==> config.mk <==
export PLATFORM = sky130hd
export DESIGN_NAME = ram_arbiter_2_flat
export DESIGN_NICKNAME = d
export VERILOG_FILES = /design/src/rtl/ram_arbiter_2_pkg.sv /design/src/rtl/ram_arbiter_2_if.sv /design/src/rtl/ram_arbiter_2_rr_pick2.sv /design/src/rtl/ram_arbiter_2.sv /design/src/flat_wrapper.sv
export SDC_FILE = /design/constraint.sdc
export NUM_CORES = 1
export LEC_CHECK = 0
export ABC_CLOCK_PERIOD_IN_PS = 1890
export CELL_PAD_IN_SITES_DETAIL_PLACEMENT = 1
export CELL_PAD_IN_SITES_GLOBAL_PLACEMENT = 1
export CORE_MARGIN = 8
export CORE_UTILIZATION = 27
export CTS_CLUSTER_SIZE = 25
export DETAILED_ROUTE_END_ITERATION = 6
export MAX_ROUTING_LAYER = met4
export PLACE_DENSITY_LB_ADDON = 0.1
export SYNTH_ARGS = -nofsm -noshare
export SYNTH_HDL_FRONTEND = slang
export SYNTH_HIERARCHICAL = 1
export SYNTH_SLANG_ARGS = --single-unit
==> constraint.sdc <==
create_clock -name CLK -period 1.89 [get_ports CLK]
set_input_delay 0.189 -clock CLK [delete_from_list [all_inputs] [get_ports CLK]]
set_output_delay 0.189 -clock CLK [all_outputs]
set_load 0.02 [all_outputs]
==> src/rtl/ram_arbiter_2_pkg.sv <==
// Shared encodings and default widths for the two-requester RAM arbiter.
// Combinational constants only; no latency or flow control of its own.
package ram_arbiter_2_pkg;

    localparam int DEF_AW = 2;
    localparam int DEF_DW = 4;

    typedef enum logic [1:0] {
        IDLE  = 2'd0,
        ISSUE = 2'd1,
        RESP  = 2'd2
    } state_t;

    localparam logic RD = 1'b0;
    localparam logic WR = 1'b1;

endpackage

==> src/rtl/ram_arbiter_2_if.sv <==
// Requester handshakes and RAM port of the arbiter, bundled as one interface.
// Wires only; the arbiter (slave side) owns every registered output.
interface ram_arbiter_2_if
    import ram_arbiter_2_pkg::*;
#(
    parameter int AW = DEF_AW,
    parameter int DW = DEF_DW
);
    logic          req0;
    logic          we0;
    logic [AW-1:0] addr0;
    logic [DW-1:0] wdata0;
    logic          gnt0;
    logic          rvalid0;

    logic          req1;
    logic          we1;
    logic [AW-1:0] addr1;
    logic [DW-1:0] wdata1;
    logic          gnt1;
    logic          rvalid1;

    logic [DW-1:0] rdata;
    logic          busy;

    logic [DW-1:0] ram_data_in;
    logic [AW-1:0] ram_ad_in;
    logic          ram_en;
    logic          ram_rdwr;
    logic [DW-1:0] ram_data_out;

    modport slave (
        input  req0, we0, addr0, wdata0,
        input  req1, we1, addr1, wdata1,
        input  ram_data_out,
        output gnt0, rvalid0, gnt1, rvalid1,
        output rdata, busy,
        output ram_data_in, ram_ad_in, ram_en, ram_rdwr
    );

    modport master (
        output req0, we0, addr0, wdata0,
        output req1, we1, addr1, wdata1,
        output ram_data_out,
        input  gnt0, rvalid0, gnt1, rvalid1,
        input  rdata, busy,
        input  ram_data_in, ram_ad_in, ram_en, ram_rdwr
    );
endinterface

==> src/rtl/ram_arbiter_2_rr_pick2.sv <==
// Combinational 2-way round-robin picker: a lone requester wins, a tie goes to
// whoever was not granted last. Zero latency; no backpressure.
module ram_arbiter_2_rr_pick2 (
    input  logic [1:0] req,
    input  logic       last,
    output logic       winner,
    output logic       any
);
    always_comb begin
        any = |req;
        if (req == 2'b11) winner = ~last;
        else              winner = req[1];
    end
endmodule

==> src/rtl/ram_arbiter_2.sv <==
// Round-robin arbiter serialising two requesters onto one RAM port.
// Write: IDLE->ISSUE (2 cycles); read: IDLE->ISSUE->RESP (3 cycles); requests wait in IDLE.
module ram_arbiter_2
    import ram_arbiter_2_pkg::*;
#(
    parameter int AW = DEF_AW,
    parameter int DW = DEF_DW
) (
    input  logic           CLK,
    input  logic           RST,
    ram_arbiter_2_if.slave bus
);
    state_t        state, state_nx;
    logic          win_q, we_q, last_q;
    logic [AW-1:0] ad_q;
    logic [DW-1:0] dat_q;
    logic          pick_win, pick_any;

    ram_arbiter_2_rr_pick2 u_rr_pick2 (
        .req    ({bus.req1, bus.req0}),
        .last   (last_q),
        .winner (pick_win),
        .any    (pick_any)
    );

    always_ff @(posedge CLK or posedge RST) begin
        if (RST) state <= IDLE;
        else     state <= state_nx;
    end

    // Winner's request is captured only at the IDLE sample; later changes are ignored.
    always_ff @(posedge CLK or posedge RST) begin
        if (RST) begin
            win_q  <= 1'b0;
            we_q   <= RD;
            last_q <= 1'b1;
            ad_q   <= '0;
            dat_q  <= '0;
        end else begin
            if (state == IDLE && pick_any) begin
                win_q <= pick_win;
                we_q  <= pick_win ? bus.we1    : bus.we0;
                ad_q  <= pick_win ? bus.addr1  : bus.addr0;
                dat_q <= pick_win ? bus.wdata1 : bus.wdata0;
            end
            if (state == ISSUE) last_q <= win_q;
        end
    end

    always_comb begin
        state_nx = state;
        case (state)
            IDLE:    if (pick_any) state_nx = ISSUE;
            ISSUE:   state_nx = (we_q == WR) ? IDLE : RESP;
            RESP:    state_nx = IDLE;
            default: state_nx = IDLE;
        endcase
    end

    always_comb begin
        bus.ram_en   = 1'b0;
        bus.ram_rdwr = RD;
        bus.gnt0     = 1'b0;
        bus.gnt1     = 1'b0;
        bus.rvalid0  = 1'b0;
        bus.rvalid1  = 1'b0;
        case (state)
            ISSUE: begin
                bus.ram_en   = 1'b1;
                bus.ram_rdwr = we_q;
                bus.gnt0     = ~win_q;
                bus.gnt1     = win_q;
            end
            RESP: begin
                bus.rvalid0 = ~win_q;
                bus.rvalid1 = win_q;
            end
            default: ;
        endcase
        bus.busy        = (state != IDLE);
        bus.rdata       = bus.ram_data_out;
        bus.ram_ad_in   = ad_q;
        bus.ram_data_in = dat_q;
    end
endmodule

==> src/flat_wrapper.sv <==
// flat-port wrapper written by rule: the top's interface ports become plain ports
module ram_arbiter_2_flat import ram_arbiter_2_pkg::*;
#(
    parameter int AW = DEF_AW,
    parameter int DW = DEF_DW
)
  (CLK, RST, bus_req0, bus_we0, bus_addr0, bus_wdata0, bus_req1, bus_we1, bus_addr1, bus_wdata1, bus_ram_data_out, bus_gnt0, bus_rvalid0, bus_gnt1, bus_rvalid1, bus_rdata, bus_busy, bus_ram_data_in, bus_ram_ad_in, bus_ram_en, bus_ram_rdwr);
  ram_arbiter_2_if #(.AW(AW), .DW(DW)) bus_i ();
  input  logic CLK;
  input  logic RST;
  input wire logic [$bits(bus_i.req0)-1:0] bus_req0;
  input wire logic [$bits(bus_i.we0)-1:0] bus_we0;
  input wire logic [$bits(bus_i.addr0)-1:0] bus_addr0;
  input wire logic [$bits(bus_i.wdata0)-1:0] bus_wdata0;
  input wire logic [$bits(bus_i.req1)-1:0] bus_req1;
  input wire logic [$bits(bus_i.we1)-1:0] bus_we1;
  input wire logic [$bits(bus_i.addr1)-1:0] bus_addr1;
  input wire logic [$bits(bus_i.wdata1)-1:0] bus_wdata1;
  input wire logic [$bits(bus_i.ram_data_out)-1:0] bus_ram_data_out;
  output wire logic [$bits(bus_i.gnt0)-1:0] bus_gnt0;
  output wire logic [$bits(bus_i.rvalid0)-1:0] bus_rvalid0;
  output wire logic [$bits(bus_i.gnt1)-1:0] bus_gnt1;
  output wire logic [$bits(bus_i.rvalid1)-1:0] bus_rvalid1;
  output wire logic [$bits(bus_i.rdata)-1:0] bus_rdata;
  output wire logic [$bits(bus_i.busy)-1:0] bus_busy;
  output wire logic [$bits(bus_i.ram_data_in)-1:0] bus_ram_data_in;
  output wire logic [$bits(bus_i.ram_ad_in)-1:0] bus_ram_ad_in;
  output wire logic [$bits(bus_i.ram_en)-1:0] bus_ram_en;
  output wire logic [$bits(bus_i.ram_rdwr)-1:0] bus_ram_rdwr;
  assign bus_i.req0 = bus_req0;
  assign bus_i.we0 = bus_we0;
  assign bus_i.addr0 = bus_addr0;
  assign bus_i.wdata0 = bus_wdata0;
  assign bus_i.req1 = bus_req1;
  assign bus_i.we1 = bus_we1;
  assign bus_i.addr1 = bus_addr1;
  assign bus_i.wdata1 = bus_wdata1;
  assign bus_i.ram_data_out = bus_ram_data_out;
  assign bus_gnt0 = bus_i.gnt0;
  assign bus_rvalid0 = bus_i.rvalid0;
  assign bus_gnt1 = bus_i.gnt1;
  assign bus_rvalid1 = bus_i.rvalid1;
  assign bus_rdata = bus_i.rdata;
  assign bus_busy = bus_i.busy;
  assign bus_ram_data_in = bus_i.ram_data_in;
  assign bus_ram_ad_in = bus_i.ram_ad_in;
  assign bus_ram_en = bus_i.ram_en;
  assign bus_ram_rdwr = bus_i.ram_rdwr;
  ram_arbiter_2 #(.AW(AW), .DW(DW)) u_core (.CLK(CLK), .RST(RST), .bus(bus_i));
endmodule
==> impl_metrics.json, run 1 <==
{
  "grt_pass1_wl_um": 2421,
  "clk_latency_ps": 270,
  "rows": 17,
  "drc": 0,
  "final_layout_size_suffix_gt1_share_pct": 30.26,
  "critPathMaxFanout": 5,
  "placed_cells": 100,
  "stdcell_count": 104,
  "hold_path_class": "in -> async",
  "h-tree-depth": 1,
  "max_freq_mhz": 558.8,
  "cts_setup_buffers": 0,
  "synth-edff-count": 0,
  "power.density_nw_per_um2": 1532,
  "rsz0062_at_grt": "no",
  "first_pass_iters": 3,
  "drtAntennaViolNets": 0,
  "start_util_pct": 28.85,
  "synth_area_um2": 644.4,
  "vias": 438,
  "worstRegToRegCells": 2,
  "synth_most_common_cell": "mux2_4",
  "yosys.area.top_type_share_pct": 38.83,
  "numCtsBuffers": 3,
  "yosysSeqAreaShare_pct": 42.91,
  "synth_nets": 68,
  "slew_headroom_pct": 40.08,
  "grt_pass1_vias": 515,
  "finalCriticalPeriod_ps": 1790,
  "worst_slew_pin_slew_ps": 894.9,
  "chipHeight_um": 64.85,
  "yosys.cell_types.count": 17,
  "post-route-util_pct": 43.36,
  "yosysWarnings": 6,
  "status": "finished clean",
  "track_usage_pct": 7.575,
  "clk_pin_slew_ps": 70,
  "drt-total-wl_um": 1428,
  "async_reset_ff_share_pct": 100.0,
  "cts_root_buf": "clkbuf_4",
  "dp_slack_ps": -127.7,
  "crit_arrival_ps": 1600,
  "period_share_pct": 94.69,
  "ys_ff_latch": 11,
  "ioPinCount": 39,
  "core_um2": 2233,
  "antenna_cells": 0,
  "synth_common_cells": "14 x mux2_4, 10 x dfrtp_1, 4 x buf_4",
  "yosysTopAreaCell": "dfrtp_1",
  "ys_top_cells_by_area": "dfrtp_1 39%, mux2_4 33%, buf_4 4.7%",
  "p_leak_nw": 0.4585,
  "nets": 99,
  "overflow": 0,
  "port_buffers": 30,
  "place.gp.congestion": 0.6165,
  "syn2layout_area_growth_pct": 50.29,
  "finalHoldViolCount": 0,
  "antenna_found_initial": 0,
  "finalSetupViolCount": 0,
  "syn_inst": 46,
  "whs_ps": 208.8,
  "die_w_um": 64.85,
  "ys.flop_type": "dfrtp_1",
  "vias_per_cell": 4.212,
  "cts.sinks": 11,
  "maxCapViolCount": 0,
  "required_ps": 1700,
  "critPathCaptureType": "primary output",
  "fin_worst_skew_ps": 3.944,
  "grt_max_degree": 12,
  "irDropWorstVdd_uv": 659.6,
  "clockBufferDepth": 2,
  "start_kind": "flip-flop",
  "drtIter0Drc": 6,
  "fp.dieArea_um2": 4206,
  "setup_slack_ps": 100.4,
  "syn_area_per_cell_um2": 14.01,
  "dpl.hpwl_um": 1168,
  "cts_tree": "done",
  "wl_per_cell_um": 13.73,
  "slew_viol_final": 0,
  "criticalPathCategory": "reg -> out"
}
path summary, 6_finish.rpt:
check                               startpoint         endpoint  slack, ps
min in group CLK           bus_ram_data_out[1]     bus_rdata[1]        380
max reg2reg                    u_core/state[1]     u_core/win_q        220
min                                        RST  u_core/state[1]        210
max in group asynchronous                  RST    u_core/last_q       1360
max                            u_core/state[1]       bus_ram_en        100
min reg2reg                        u_core/we_q  u_core/state[1]        460
logic make-up after synthesis:
kind of cell	share of synthesized area, %
simple gates	10.49
flops	42.91
mux	36.12
compound gates	1.165
buf+inv	9.321
through the flow:
step | total power, W | setup TNS [ps] | cell area, um2
final | 0.001483 | 0 | 968.4
after global routing | 0.001592 | 0 | 968.4
after CTS | 0.001518 | 0 | 965.9
after detailed placement | 0.001363 | -802.2 | 942.2
after global placement | 0.001359 | -643.6 | 942.2
after floorplan | 0.001021 | 0 | 644.4
what timing repair did:
item                                    4_1_cts  5_1_grt
resized for setup                             2        1
endpoints found under the setup margin        2        1
hold buffers                                  0        0
pin swaps                                     0        0
gates cloned                                  0        0
registers in the layout, summed over array words and instances (netlist names):
| name | flops |
|---|---|
| u_core/we_q | 1 |
| u_core/bus.ram_data_in | 4 |
| u_core/state | 2 |
| u_core/bus.ram_ad_in | 2 |
| u_core/last_q | 1 |
| u_core/win_q | 1 |
layer usage:
| layer | global-route usage (%) | part of all wire (%) | routed length, um |
|---|---|---|---|
| met1 | 8.259 | 44 | 631 |
| met2 | 10.06 | 40 | 572 |
| met3 | 5.670 | 15 | 209 |
| met4 | 3.270 | 1.1 | 15 |
| met5 | - | 0 | 0 |
report_power, final:
part / switching, W / total, W / internal [W]
Combinational: 0.000371 / 0.000870 / 0.000499
Clock: 0.0000739 / 0.000156 / 0.0000817
Sequential: 0.0000928 / 0.000458 / 0.000365
critical path: stages (launching register included):
cell,delay (ps)
dfrtp_1,410
nand2b_1,210
inv_1,100
clkdlybuf4s50_1,600
area by class of cell:
type	count	area (um2)
sequential	11	276.5
timing repair buffer	32	315.3
tap	28	35.03
fill	258	1265
multi-input combinational	27	307.8
inverter	2	7.507
clock buffer	4	26.28
cells in the final DEF (no fill, tap or decap):
master | netlist | final
a21boi_1 | 1 | 1
and2_1 | 2 | 2
and3b_1 | 1 | 1
buf_4 | 4 | 2
clkbuf_1 | 0 | 1
clkbuf_4 | 0 | 3
clkdlybuf4s50_1 | 0 | 27
dfrtp_1 | 10 | 10
dfstp_2 | 1 | 1
dlygate4sd2_1 | 0 | 2
dlymetal6s2s_1 | 0 | 1
inv_1 | 2 | 2
mux2_1 | 1 | 1
mux2_2 | 1 | 1
mux2_4 | 14 | 14
nand2b_1 | 1 | 1
nor2_1 | 2 | 2
nor3b_1 | 1 | 1
nor3b_2 | 1 | 1
or2_1 | 1 | 1
or2_2 | 1 | 1
Note: power is estimated with default switching activity, not from simulation.
==> run 2: changes to the inputs <==
--- a/config.mk
+++ b/config.mk
@@ -8,7 +8,7 @@
 export ABC_CLOCK_PERIOD_IN_PS = 1890
 export CELL_PAD_IN_SITES_DETAIL_PLACEMENT = 1
 export CELL_PAD_IN_SITES_GLOBAL_PLACEMENT = 1
-export CORE_MARGIN = 8
+export CORE_MARGIN = 1.5
 export CORE_UTILIZATION = 27
 export CTS_CLUSTER_SIZE = 25
 export DETAILED_ROUTE_END_ITERATION = 6
==> run 2 against run 1 <==
- sequential share of layout area rose by 0.30 points
- register-to-register slack about the same
- worst setup slack improved by 8.5 ps
- sequential power is essentially flat
- total power decreased by 1.1%
- final area decreased by 1.0%
- critical path type unchanged
- critical endpoint is now bus_gnt0
- largest power group unchanged
==> impl_metrics.json, run 2 (synthesized netlist as in run 1, its figures left out) <==
{
  "postLayoutCellArea_um2": 958.4,
  "overflow": 0,
  "worst_slew_pin_slew_ps": 883.4,
  "final_layout_size_suffix_gt1_share_pct": 29.33,
  "cts_setup_buffers": 0,
  "hold_path_class": "in -> async",
  "dpl.hpwl_um": 1039,
  "h-tree-depth": 1,
  "crit_arrival_ps": 1590,
  "slew_viol_final": 0,
  "irDropWorstVdd_uv": 553.9,
  "antenna_cells": 0,
  "cp_num_buf_inv": 1,
  "switching_share_pct": 35.68,
  "power.density_nw_per_um2": 1531,
  "max_freq_mhz": 561.4,
  "cts.sinks": 11,
  "p_int_w": 0.0009436,
  "numCtsBuffers": 3,
  "drtIter0Drc": 0,
  "maxCapViolCount": 0,
  "finalSetupViolCount": 0,
  "critPathMaxFanout": 5,
  "start_kind": "flip-flop",
  "slew_headroom_pct": 40.85,
  "stdcell_count": 103,
  "place.gp.congestion": 0.6222,
  "whs_ps": 207.2,
  "track_usage_pct": 10.90,
  "criticalPathCategory": "reg -> out",
  "mostFrequentLayoutCells": "28 x clkdlybuf4s50_1, 14 x mux2_4, 10 x dfrtp_1",
  "crit_chain": "nand2b_1, nor2_1, clkdlybuf4s50_1",
  "combPwrFrac_pct": 58.2,
  "vias_per_cell": 4.243,
  "slowest_stage": "clkdlybuf4s50_1",
  "cts_tree": "done",
  "die_w_um": 51.85,
  "r2r_end": "u_core/win_q",
  "vias": 437,
  "placed_area_um2": 934.6,
  "cp_slowest_stage_delay_ps": 600,
  "placed_cells": 99,
  "grt_max_degree": 12,
  "ctsHoldBuffers": 0,
  "nFillCells": 253,
  "critPathCaptureType": "primary output",
  "multi_input_area_um2": 307.8,
  "post-route-util_pct": 42.91,
  "cts_resized": 2,
  "syn2layout_area_growth_pct": 48.74,
  "final_common_cell": "clkdlybuf4s50_1",
  "cts_root_buf": "clkbuf_4",
  "period_share_pct": 94.24,
  "rows": 17,
  "fp.dieArea_um2": 2688,
  "pwr-share-clk_pct": 10.5,
  "antenna_found_initial": 0,
  "chipHeight_um": 51.85,
  "path_delay_family": "buffers and inverters",
  "r2r_start": "u_core/state[1]",
  "required_ps": 1700,
  "p_leak_nw": 0.4385,
  "clk_latency_ps": 260,
  "port_buffers": 30,
  "clk_pin_slew_ps": 70,
  "largest_reg_flops": 4,
  "regArea_um2": 276.5,
  "grt_pass1_vias": 457,
  "status": "finished clean",
  "finalHoldViolCount": 0,
  "nets": 98,
  "drtAntennaViolNets": 0,
  "drt-total-wl_um": 1234,
  "rsz0062_at_grt": "no",
  "fin_worst_skew_ps": 3.393,
  "core_um2": 2233,
  "ioPinCount": 39,
  "finalCriticalPeriod_ps": 1781,
  "clockBufferDepth": 2,
  "wl_per_cell_um": 11.98,
  "p_switching_w": 0.0005235,
  "start_util_pct": 28.85,
  "r2r_slack_ps": 220,
  "pwr-share-seq_pct": 31.3,
  "worstRegToRegCells": 2,
  "first_pass_iters": 1,
  "grt_pass1_wl_um": 2083,
  "drc": 0
}
==> run 2: cell types whose count changed in the layout (fill, tap and decap cells not counted) <==
| cell | delta |
|---|---|
| buf_4 | -1 |
| dlymetal6s2s_1 | -1 |
| clkdlybuf4s50_1 | +1 |
==> run 2: final cells by class <==
type	count	share of cell area [%]
Inverter	2	0.7833
Sequential cell	11	28.85
Clock buffer	4	2.742
Multi-Input combinational cell	27	32.11
Tap cell	28	3.655
Timing Repair Buffer	31	31.85
==> run 2: worst max-delay path by stage <==
stage,start,end,slack (ps),depth (start not counted)
2_1_floorplan,u_core/last_q,u_core/bus.ram_ad_in[0],530,4
3_3_place_gp,bus_req0,u_core/win_q,-90,4
3_5_place_dp,bus_req0,u_core/win_q,-150,4
4_1_cts,u_core/state[1],bus_gnt0,80,3
5_1_grt,u_core/state[1],bus_gnt0,6,3
6_report,u_core/state[1],bus_gnt0,110,3
==> run 2: routing by layer <==
metal | global-route usage (%) | routed length [um]
met1 | 10.45 | 450
met4 | 3.947 | 0
met5 | - | 0
met3 | 3.448 | 114
met2 | 20.25 | 669
==> run 2: metrics by stage <==
step | setup TNS, ps | power (W) | setup WS, ps
after floorplan | 0 | 0.001021 | 529.2
after global placement | -533.5 | 0.001337 | -94.06
after detailed placement | -921.0 | 0.001351 | -148.7
after CTS | 0 | 0.001501 | 79.27
after global routing | 0 | 0.001563 | 6.346
final | 0 | 0.001467 | 108.8
==> run 2: power by group through the flow <==
stage	clock network (W)	registers (W)	logic (W)
6_report	0.000155	0.000459	0.000854
5_1_grt	0.000169	0.000481	0.000913
3_5_place_dp	0	0.000461	0.000890
4_1_cts	0.000164	0.000463	0.000874
2_1_floorplan	0	0.000521	0.000499
3_3_place_gp	0	0.000466	0.000872
==> run 3: changes to the inputs <==
--- a/config.mk
+++ b/config.mk
@@ -9,12 +9,12 @@
 export CELL_PAD_IN_SITES_DETAIL_PLACEMENT = 1
 export CELL_PAD_IN_SITES_GLOBAL_PLACEMENT = 1
 export CORE_MARGIN = 1.5
-export CORE_UTILIZATION = 27
+export CORE_UTILIZATION = 25
 export CTS_CLUSTER_SIZE = 25
 export DETAILED_ROUTE_END_ITERATION = 6
+export GPL_TIMING_DRIVEN = 1
 export MAX_ROUTING_LAYER = met4
 export PLACE_DENSITY_LB_ADDON = 0.1
 export SYNTH_ARGS = -nofsm -noshare
 export SYNTH_HDL_FRONTEND = slang
-export SYNTH_HIERARCHICAL = 1
 export SYNTH_SLANG_ARGS = --single-unit
==> constraint.sdc (replaced) <==
create_clock -name CLK -period 1.89 [get_ports CLK]
set_input_delay 0.189 -clock CLK [delete_from_list [all_inputs] [get_ports CLK]]
set_output_delay 0.189 -clock CLK [all_outputs]
set_load 0.01 [all_outputs]
==> run 3 against run 2 <==
- global-route usage shrank 0.85 points
- total power shrank 11%
- die area grew 0.23%
- clock power is essentially flat
- clock skew shrank 1.2 ps
- final cell count grew 0.97%
- flip-flop and latch count is the same
- core utilization shrank 1.3 points
- final area shrank 3.1%
- worst setup slack lost 15 ps
- register-to-register slack gained 50 ps
- maximum frequency shrank 0.83%
- critical path type unchanged
- critical endpoint is now bus_ram_rdwr
==> impl_metrics.json, run 3 <==
{
  "criticalPathCategory": "reg -> out",
  "syn_inst": 46,
  "slowest_stage": "clkdlybuf4s50_1",
  "period_share_pct": 95.03,
  "synth_area_um2": 598.1,
  "numCtsBuffers": 3,
  "fin_worst_skew_ps": 2.230,
  "busiest_layer": "met2",
  "grt_pass1_vias": 419,
  "clk_pin_slew_ps": 70,
  "dp_slack_ps": 54.17,
  "final_common_cell": "clkdlybuf4s50_1",
  "yosysTopAreaCell": "dfrtp_1",
  "synth-edff-count": 0,
  "switching_share_pct": 31.84,
  "synth_most_common_cell": "dfrtp_1",
  "met1_usage_pct": 10.89,
  "start_util_pct": 26.78,
  "vias_per_cell": 4.260,
  "maxCapViolCount": 0,
  "rows": 17,
  "antenna_found_initial": 0,
  "r2r_end": "u_core.bus.ram_data_in[1]",
  "irDropWorstVdd_uv": 588.8,
  "nets": 99,
  "ctsHoldBuffers": 0,
  "drtAntennaViolNets": 0,
  "ys.flop_type": "dfrtp_1",
  "critPathCaptureType": "primary output",
  "cp_num_buf_inv": 2,
  "ys_ff_latch": 11,
  "synth_nets": 68,
  "finalCriticalPeriod_ps": 1796,
  "cts_root_buf": "clkbuf_4",
  "yosys.cell_types.count": 16,
  "p_int_w": 0.0008896,
  "place.gp.congestion": 0.6517,
  "finalPower_w": 0.001305,
  "start_kind": "flip-flop",
  "vias": 443,
  "first_pass_iters": 1,
  "finalSetupViolCount": 0,
  "cts_tree": "done",
  "ioPinCount": 39,
  "fin_tns_setup_ps": 0,
  "status": "finished clean",
  "finalHoldViolCount": 0,
  "max_freq_mhz": 556.8,
  "cp_slowest_stage_delay_ps": 520,
  "ys_top_cells_by_area": "dfrtp_1 42%, mux2_4 18%, mux2_2 13%",
  "post-route-util_pct": 41.57,
  "cp-startpoint": "u_core.state[1]",
  "grt_max_degree": 12,
  "yosysSeqAreaShare_pct": 46.23,
  "crit_arrival_ps": 1610,
  "setup_slack_ps": 93.98,
  "drtIter0Drc": 0,
  "overflow": 0,
  "required_ps": 1700,
  "wl_per_cell_um": 11.88,
  "drc": 0,
  "p_leak_nw": 0.4351,
  "combPwrFrac_pct": 54.3,
  "die_w_um": 51.91,
  "core_um2": 2233,
  "rsz0062_at_grt": "no",
  "cts.sinks": 11,
  "port_buffers": 30,
  "syn_area_per_cell_um2": 13.00,
  "largest_reg_flops": 4,
  "clk_latency_ps": 260,
  "clockBufferDepth": 2,
  "p_switching_w": 0.0004156,
  "drt-total-wl_um": 1236,
  "chipHeight_um": 51.91,
  "antenna_cells": 0,
  "r2r_start": "u_core.last_q",
  "synth_common_cells": "10 x dfrtp_1, 7 x mux2_2, 7 x mux2_4",
  "track_usage_pct": 10.06,
  "hold_path_class": "in -> async",
  "critPathMaxFanout": 4,
  "yosys.area.top_type_share_pct": 41.84,
  "slew_viol_final": 0,
  "async_reset_ff_share_pct": 100.0,
  "power.density_nw_per_um2": 1406,
  "nFillCells": 254,
  "syn2layout_area_growth_pct": 55.23,
  "path_delay_family": "buffers and inverters",
  "worst_slew_pin_slew_ps": 435.3,
  "h-tree-depth": 1,
  "slew_headroom_pct": 70.98,
  "pwr-share-clk_pct": 12.1,
  "use_met3_pct": 2.874,
  "yosysWarnings": 0,
  "final_layout_size_suffix_gt1_share_pct": 26.32,
  "r2r_slack_ps": 270,
  "pwr-share-seq_pct": 33.6,
  "crit_chain": "nand2b_1, inv_1, and2_1, clkdlybuf4s50_1",
  "grt_pass1_wl_um": 1890,
  "worstRegToRegCells": 3,
  "mostFrequentLayoutCells": "29 x clkdlybuf4s50_1, 10 x dfrtp_1, 7 x mux2_4, 7 x mux2_2, 4 x inv_1",
  "grtUsageMet2_pct": 16.67,
  "fp.dieArea_um2": 2695
}
run 3: cell count changes in the layout (fill, tap and decap cells not counted), sizes merged, moves of 2 or more:
cell and delta:
dlygate4sd2 -2, or2 -2, mux2 -2, inv +2
run 3: routing by layer:
metal | vias up | wire length, um
met1 | 207 | 495
li1 | 211 | -
met4 | 0 | 0
met5 | - | 0
met2 | 25 | 599
met3 | 0 | 141
run 3: power groups by stage:
stage          Clock (W)  Combinational [W]  Sequential [W]
2_1_floorplan          0           0.000346        0.000459
3_3_place_gp           0           0.000724        0.000441
3_5_place_dp           0           0.000728        0.000444
4_1_cts         0.000172           0.000727        0.000440
5_1_grt         0.000180           0.000768        0.000457
6_report        0.000157           0.000709        0.000439
run 3: worst max path at each step:
stage,to,slack [ps],depth (start not counted)
2_1_floorplan,u_core.bus.ram_ad_in[0],480,4
3_3_place_gp,u_core.bus.ram_data_in[1],60,4
3_5_place_dp,u_core.bus.ram_data_in[1],50,4
5_1_grt,bus_ram_rdwr,7,4
4_1_cts,bus_gnt1,20,4
6_report,bus_ram_rdwr,90,4
run 3: cell type report:
| type | instances | area [um2] | share of cell area, % |
|---|---|---|---|
| inverters | 4 | 15.01 | 1.617 |
| clock buffers | 4 | 26.28 | 2.830 |
| multi-input cells | 26 | 265.3 | 28.57 |
| well taps | 28 | 35.03 | 3.774 |
| flip-flops and latches | 11 | 276.5 | 29.78 |
| repair buffers | 31 | 310.3 | 33.42 |
run 3: kinds of logic (layout without fill, tap and decap cells):
| logic type | after synthesis | after routing | share of synthesized area [%] |
|---|---|---|---|
| compound gates | 4 | 4 | 5.859 |
| buf+inv | 9 | 39 | 9.414 |
| flops | 11 | 11 | 46.24 |
| mux | 14 | 14 | 30.75 |
| simple gates | 8 | 8 | 7.742 |
run 3: worst reg2reg max path: cells and delay by family, from the launching register on:
kind	cells	cell delay (ps)
flip-flops	1	530
AO/OA/AOI/OAI	1	380
multiplexers	2	600
run 3: what timing repair did:
| action | in CTS | in global routing |
|---|---|---|
| setup buffers | 0 | 0 |
| gates resized for setup | 0 | 1 |
| endpoints found under the setup margin | 0 | 1 |
run 3: per-stage QoR:
step                      cells  hold WS [ps]  area, um2
after floorplan              46         40.72      598.1
after global placement      100         378.3      899.6
after detailed placement    100         378.3      899.6
after CTS                   104         218.5      925.9
after global routing        104         248.9      928.4
final                       104         210.0      928.4
